### config.mk
export PLATFORM = sky130hd
export DESIGN_NAME = fetch_pc_unit
export DESIGN_NICKNAME = d
export VERILOG_FILES = /design/src/rtl/fetch_pc_unit.sv
export SDC_FILE = /design/constraint.sdc
export NUM_CORES = 1
export LEC_CHECK = 0
export CELL_PAD_IN_SITES_DETAIL_PLACEMENT = 0
export CELL_PAD_IN_SITES_GLOBAL_PLACEMENT = 1
export CORE_MARGIN = 1.5
export CORE_UTILIZATION = 33
export CTS_CLUSTER_SIZE = 30
export DETAILED_ROUTE_END_ITERATION = 16
export PLACE_DENSITY = 0.84
export SKIP_LAST_GASP = 1
export SLEW_MARGIN = 10
export SYNTH_ARGS = -nofsm -noshare
export SYNTH_HDL_FRONTEND = slang
export SYNTH_SLANG_ARGS = --single-unit
### constraint.sdc
create_clock -name clk -period 3.6 [get_ports clk]
set_clock_uncertainty 0.15 [all_clocks]
set_input_delay 0.36 -clock clk [delete_from_list [all_inputs] [get_ports clk]]
set_output_delay 0.36 -clock clk [all_outputs]
set_load 0.03 [all_outputs]
### src/rtl/fetch_pc_unit.sv
// rtl/fetch_pc_unit.sv - fetch program counter with boot, stall hold and deferred redirect
// Optional feature macro: BRANCH_DELAY_SLOT_EN (defined: slot instruction executes, fetch_kill tied low)
module fetch_pc_unit #(
  parameter logic [31:0] RESET_PC = 32'h4000_0000
) (
  input  logic        clk,
  input  logic        rst_n,
  input  logic        stall,
  input  logic        take_branch,
  input  logic [1:0]  redirect_kind,
  input  logic [31:0] pc_x,
  input  logic [25:0] imm_x,
  input  logic [31:0] reg_target,
  output logic [31:0] imem_addr,
  output logic        imem_re,
  output logic [31:0] pc_f_plus4,
  output logic        valid_f,
  output logic        fetch_kill,
  output logic        misaligned
);

  typedef enum logic [1:0] {
    BOOT       = 2'd0,
    RUN        = 2'd1,
    HOLD       = 2'd2,
    HOLD_REDIR = 2'd3
  } state_t;

  localparam logic [1:0] KIND_BRANCH = 2'b00;
  localparam logic [1:0] KIND_JUMP   = 2'b01;
  localparam logic [1:0] KIND_REG    = 2'b10;

  state_t      state, state_nxt;
  logic [31:0] pc, pc_nxt;
  logic [31:0] pend_pc, pend_pc_nxt;
  logic        pend_mis, pend_mis_nxt;
  logic        mis_nxt;
  logic        accept;
  logic        redir_req;
  logic [31:0] target;
  logic        target_mis;
  logic [31:0] pc_x_plus4;

  assign pc_x_plus4 = pc_x + 32'd4;
  // Reserved kind 2'b11 never produces a redirect, so it falls through to PC+4.
  assign redir_req  = take_branch && (redirect_kind != 2'b11);

  // Target selection from the X-stage redirect source.
  always_comb begin
    target     = pc_x_plus4;
    target_mis = 1'b0;
    case (redirect_kind)
      KIND_BRANCH: target = pc_x_plus4 + {{14{imm_x[15]}}, imm_x[15:0], 2'b00};
      KIND_JUMP:   target = {pc_x_plus4[31:28], imm_x, 2'b00};
      KIND_REG: begin
        target     = {reg_target[31:2], 2'b00};
        target_mis = |reg_target[1:0];
      end
      default:     target = pc_x_plus4;
    endcase
  end

  // Next-state, next-PC and pending-redirect decisions; a redirect counts as
  // accepted on the edge where its target is loaded into the PC.
  always_comb begin
    state_nxt    = state;
    pc_nxt       = pc;
    pend_pc_nxt  = pend_pc;
    pend_mis_nxt = pend_mis;
    mis_nxt      = misaligned;
    accept       = 1'b0;
    imem_re      = 1'b0;
    case (state)
      BOOT: begin
        imem_re   = 1'b1;
        pc_nxt    = pc + 32'd4;
        state_nxt = RUN;
      end
      RUN: begin
        if (!stall) begin
          imem_re = 1'b1;
          if (redir_req) begin
            pc_nxt = target;
            accept = 1'b1;
            if (redirect_kind == KIND_REG) mis_nxt = target_mis;
          end else begin
            pc_nxt = pc + 32'd4;
          end
        end else if (redir_req) begin
          pend_pc_nxt  = target;
          pend_mis_nxt = (redirect_kind == KIND_REG) ? target_mis : misaligned;
          state_nxt    = HOLD_REDIR;
        end else begin
          state_nxt = HOLD;
        end
      end
      HOLD: begin
        if (!stall) begin
          pc_nxt    = pc + 32'd4;
          state_nxt = RUN;
        end
      end
      HOLD_REDIR: begin
        if (!stall) begin
          pc_nxt    = pend_pc;
          mis_nxt   = pend_mis;
          accept    = 1'b1;
          state_nxt = RUN;
        end
      end
      default: state_nxt = BOOT;
    endcase
  end

  // State, PC, pending target and status registers.
  always_ff @(posedge clk) begin
    if (!rst_n) begin
      state      <= BOOT;
      pc         <= RESET_PC;
      pend_pc    <= '0;
      pend_mis   <= 1'b0;
      misaligned <= 1'b0;
      fetch_kill <= 1'b0;
    end else begin
      state      <= state_nxt;
      pc         <= pc_nxt;
      pend_pc    <= pend_pc_nxt;
      pend_mis   <= pend_mis_nxt;
      misaligned <= mis_nxt;
`ifdef BRANCH_DELAY_SLOT_EN
      fetch_kill <= 1'b0;
`else
      fetch_kill <= accept;
`endif
    end
  end

  assign imem_addr  = pc;
  assign pc_f_plus4 = pc + 32'd4;
  assign valid_f    = (state != BOOT);

endmodule

# After elaboration in Yosys (flattened, before gate mapping)
# Cells that the tools add are included.
# totals
reg_bits	69
latchBits	0
ram_bits	0
romBits	0
input_bits	96
out_inout_bits	68
word_cells	52
n_memories	0
# op_classes
add_sub_neg	3
multipliers	0
div_mod_pow	0
magnitude_cmp	0
eq_ne	12
shifts	0
mux	20
bitwise	0
reduce_logical	11
# op_table
cell	n
32-bit two-way mux	4
32-bit one-hot mux with 4 select lines	1
32-bit one-hot mux with 3 select lines	1
32-bit by 3-bit adder with 32-bit output (second input constant)	2
32-bit adder	1
2-bit != test (second input constant)	7
1-bit two-way mux	8
2-bit equality test (second input constant)	3
1-bit one-hot mux with 2 select lines	3
2-bit one-hot mux with 3 select lines	1
3-bit AND reduction	2
2-bit by 1-bit equality test with 1-bit output (second input constant)	2
2-bit logical NOT	2
2-bit two-way mux	2
4-bit AND reduction	1
2-bit nonzero test	2
2-bit OR reduction	2
2-bit AND reduction	1
1-bit logical AND	1

# Longest topological paths before layout
# logic_depth
word_depth	6
mapped_depth	16
depth_no_buf	15

# Worst setup path before layout
# Ideal clock, no wire load.
# synth_path
path_kind	input to register
startpoint	input port pc_x[13]
endpoint	register pend_pc[31]
setup_time_ns	0.096
t_arrival_ns	3.313
t_required_ns	3.354
setup_slack_ns	0.042
path_stages	15
n_path_buf	1
path_cell_list	and4_1 > nand2_1 > nor3_1 > nand4_1 > xnor2_1 > ha_1 > buf_2 > a21oi_1 > o221ai_1 > a21boi_0 > nand4_1 > o311a_1 > and4_4 > o311a_1 > o41ai_2
# synth_via
elab_chain_len	3
# synth_rtl
item	line_no	text
start, declared	11	input logic [31:0] pc_x,
32-bit by 3-bit adder with 32-bit output *	44	assign pc_x_plus4 = pc_x + 32'd4;
32-bit adder	53	KIND_BRANCH: target = pc_x_plus4 + {{14{imm_x[15]}}, imm_x[15:0], 2'b00};
32-bit one-hot mux with 3 select lines *	52	case (redirect_kind)
end signal, assigned	127	pend_pc <= pend_pc_nxt;
end, declared	35	logic [31:0] pend_pc, pend_pc_nxt;
# Every way passes the cells marked *; elsewhere a longest branch is shown, timed or not.
# A chain may end at the register's enable or synchronous reset.

# Worst setup path after layout
# layout_path
startpoint	input port pc_x[2]
endpoint	register pc[18] (netlist: imem_addr[18])
# layout_via
elab_chain_len	6
# layout_rtl
item	line_no	text
32-bit by 3-bit adder with 32-bit output *	44	
32-bit adder	53	
32-bit one-hot mux with 3 select lines *	52	
32-bit two-way mux *	82	if (redir_req) begin
32-bit two-way mux *	80	if (!stall) begin
32-bit one-hot mux with 4 select lines *	73	case (state)
end signal, assigned	126	pc <= pc_nxt;
end, declared	34	logic [31:0] pc, pc_nxt;
# Every way passes the cells marked *; elsewhere a longest branch is shown, timed or not. The select of a mux whose other input is x is not followed.

==> impl_results.md <==
- Number of core rows: 50
- Mux contribution to synthesized area: 2.501%
- Post-Route WL: 25.12 mm
- Initial antenna violation count: 1
- DRT iter0 DRCs: 816
- Antenna Nets Post-Route: 0
- Largest area contributor in the netlist: dfxtp_1
- R2R Setup Slk: 0.76 ns
- First-pass GRT wire length: 38.70 mm
- Syn Nets: 994
- Pint: 2.055 mW
- Drt wl/cell: 17.30 um
- Gr busiest metal: met2
- Vias/cell: 5.393
- Clk_lat worst skew: 0.33 ns
- Clock power frac: 27.3%
- R2R cell count: 9
- Combinational share of power: 45.0%
- Total CTS buffers: 9
- CTS Root Buffer Type: clkbuf_16
- Avg Synthesized Cell Area: 7.496 um2
- Seq cells post-synth: 69
- Drt pass-1 iters: 6
- Min Clock Period, post-route: 3.477 ns
- Max-cap violations: 0
- Initial Util: 34.05%
- Bufs on Longest Clock Path: 2
- Worst-path fanout max: 4
- Max_slew headroom: 42.37%
- Post-Synth XOR/XNOR Area: 8.414%
- CP required: 3.73 ns
- Crit end category: register
- Post-synthesis sequential area ratio: 21.40%
- Hold WC Path Type: register to register
- Tcrit/Tclk final: 96.58%
- Met2 Use GR: 37.53%
- Port Buffer Count: 163
- Clock-pin slew on the worst setup and hold paths: 0.05 ns
- EDFF count, synth: 0
- Switching share of power: 35.40%
- Post-route cell area: 10520 um2
- Cts hold-fix bufs: 0
- Fin. max-slew vios: 0
- Status: complete, no violations
- Synth Area in Adders: 7.290%
- Global-route met3 utilization: 2.649%
- Boundary Pins: 164
- Fmax: 0.2876 GHz
- Worst Path Buf+Inv: 5
- Fin nets: 1320
- CTS tree: done
- Sink Count: 69
- Hold Path Depth: 2
- CP max-delay cell: a211oi_1
- Vias in the first global route: 7136
- Gpl congestion: 0.9314
- Cell Area, Synth: 6454 um2
- Worst-Margin Slew: 0.8644 ns
- Die Y-Extent: 142.8 um
- Commonest cells in the netlist: a21oi_1 (77), nand2_1 (77), dfxtp_1 (69), nor2_1 (61), o21ai_0 (58)
- Final hold slack: 0.3043 ns
- Final Hold Fails: 0
- Die X: 142.8 um
- Async set-reset flop share out of synthesis: 0%
- Hpwl dp: 19.73 mm
- CP startpoint kind: primary input
- Share of layout cells above drive strength 1: 26.85%
- Die ar.: 20400 um2
- H-tree Lvls: 3
- Number of fillers in the final layout: 1812
- Crit path DAT: 3.60 ns
- Hold Path Sink: pend_pc[0]$_SDFFE_PN0P_
- R2R Path Start: imem_addr[4]$_SDFFE_PN0P_
- Drt drc: 0
- Top delay family on crit path: compound AO/OA/AOI/OAI gates
- Combinational family with the most area after synthesis: compound AO/OA/AOI/OAI gates
- Syn-to-layout area delta: 62.93%
- Largest net degree at the start of global routing: 49
- Synth warn: 0
- Synth area leaders: dfxtp_1 (21%), ha_1 (7.0%), a21oi_1 (6.0%), xnor2_1 (5.6%), o21ai_0 (4.5%)
- Cells along the critical path: buf_6 > ha_4 > nand4_1 > buf_4 > nor2_2 > xor2_2 > ha_1 > buf_4 > buf_4 > a21oi_1 > a21o_1 > a21boi_4 > buf_4 > a31oi_1 > xor2_1 > a211oi_1 > o221a_2
- Final antenna diode count: 0
- Vias: 7831
- Worst slack, placed: -0.6940 ns
- Synth Area in Compound Gates: 31.50%
- Top_reg_cell synth: dfxtp_1
- RR Endpoint: imem_addr[27]$_SDFFE_PN0P_
- Post-Synth Simple-Gate Area: 24.06%
- Post-Syn Instances: 861
- Final worst slack: 0.1230 ns
- Global-route usage over all layers: 24.16%
- Leak: 4.391 nW
- Most common cell on crit path: buf_4
- DP Area: 9560 um2
- Net Switching: 1.126 mW
- VDD IR-drop max: 0.2212 mV
- Core area: 18960 um2
- Share of power burned in registers: 27.7%
- CP peak stage delay: 0.42 ns
- HP Start: pend_pc[0]$_SDFFE_PN0P_
- Final Setup Violations: 0
- GRT met1 Usage: 35.50%
- Setup CP Type: primary input to register
- Yosys cell types: 82
- GRT overflow: 0
- Share of the synthesized area in the top cell type: 21.40%
- PwrDens: 302.5 nW/um2
- Total Power: 3.180 mW
-- worst min-delay path: stages (launching register included) --
cell     delay (ns)
dfxtp_1        0.31
nand2_1        0.05
a21oi_1        0.05
-- logic make-up (layout without fill, tap and decap cells) --
family                   after synthesis  in the layout
XOR/XNOR                              62             62
flip-flops                            69             69
AO/OA/AOI/OAI                        294            294
adder cells (fa/ha/maj)               37             37
AND/OR/NAND/NOR                      308            308
multiplexers                          12             12
buffers and inverters                 79            410
-- layout by cell type, fill, tap and decap left out, types with 22 or more instances in the layout --
| cell type | synthesis | final |
|---|---|---|
| a221oi_1 | 22 | 22 |
| o21ai_0 | 58 | 56 |
| clkdlybuf4s50_1 | 0 | 140 |
| a21oi_1 | 77 | 68 |
| dfxtp_1 | 69 | 69 |
| ha_1 | 36 | 32 |
| inv_1 | 23 | 22 |
| buf_4 | 2 | 196 |
| nor2_1 | 61 | 55 |
| nand2_1 | 77 | 75 |
| xnor2_1 | 41 | 31 |
| nand3_1 | 53 | 46 |
-- area by class of cell --
cell class	count	area (um2)	area share (%)
well taps	260	325.3	3.094
clock inverters	4	47.55	0.4522
repair buffers	368	3219	30.62
flip-flops and latches	69	1381	13.14
clock buffers	12	246.5	2.344
multi-input cells	713	5197	49.43
inverters	26	97.59	0.9281
-- registers in the layout, indices dropped and copies added (netlist names) --
| signal | count |
|---|---|
| fetch_kill | 1 |
| imem_addr | 32 |
| misaligned | 1 |
| pend_mis | 1 |
| pend_pc | 32 |
| state | 2 |
-- power by group through the flow --
stage | Combinational (mW) | Sequential [mW] | Clock, mW
2_1_floorplan | 0.632 | 0.953 | 0
5_1_grt | 1.54 | 0.890 | 0.909
3_5_place_dp | 1.34 | 0.895 | 0
6_report | 1.43 | 0.880 | 0.868
4_1_cts | 1.36 | 0.879 | 0.878
3_3_place_gp | 1.33 | 0.893 | 0
-- repair_timing --
action,4_1_cts,5_1_grt
buffers inserted,8,17
endpoints found under the setup margin,35,40
gates resized for setup,50,87
pin swaps,32,45
-- metrics by stage --
| step | util (%) | std cells | setup TNS [ns] |
|---|---|---|---|
| 2_1_floorplan | - | 861 | 0 |
| 3_5_place_dp | 50.44 | 1411 | -20.61 |
| 6_report | 55.47 | 1452 | 0 |
| 4_1_cts | 53.03 | 1435 | 0 |
| 3_3_place_gp | 50.44 | 1411 | -19.18 |
| 5_1_grt | 55.47 | 1452 | -0.05909 |
-- per-layer routing --
layer / part of all wire, % / vias to the layer above
li1: - / 3886
met1: 48 / 3633
met2: 45 / 283
met5: 0.044 / -
met4: 1.6 / 2
met3: 5.7 / 27
-- worst max path at each step --
stage | startpoint | to | slack [ns] | depth (start not counted)
2_1_floorplan | pc_x[13] | pend_pc[31]$_SDFFE_PN0P_ | 0.04 | 15
3_3_place_gp | pc_x[2] | pend_pc[30]$_SDFFE_PN0P_ | -0.72 | 16
3_5_place_dp | pc_x[2] | pend_pc[30]$_SDFFE_PN0P_ | -0.69 | 16
4_1_cts | pc_x[2] | imem_addr[23]$_SDFFE_PN0P_ | 0.001 | 17
5_1_grt | pc_x[2] | imem_addr[18]$_SDFFE_PN0P_ | -0.03 | 17
6_report | pc_x[2] | imem_addr[18]$_SDFFE_PN0P_ | 0.12 | 17
Note: power is estimated with default switching activity, not from simulation.
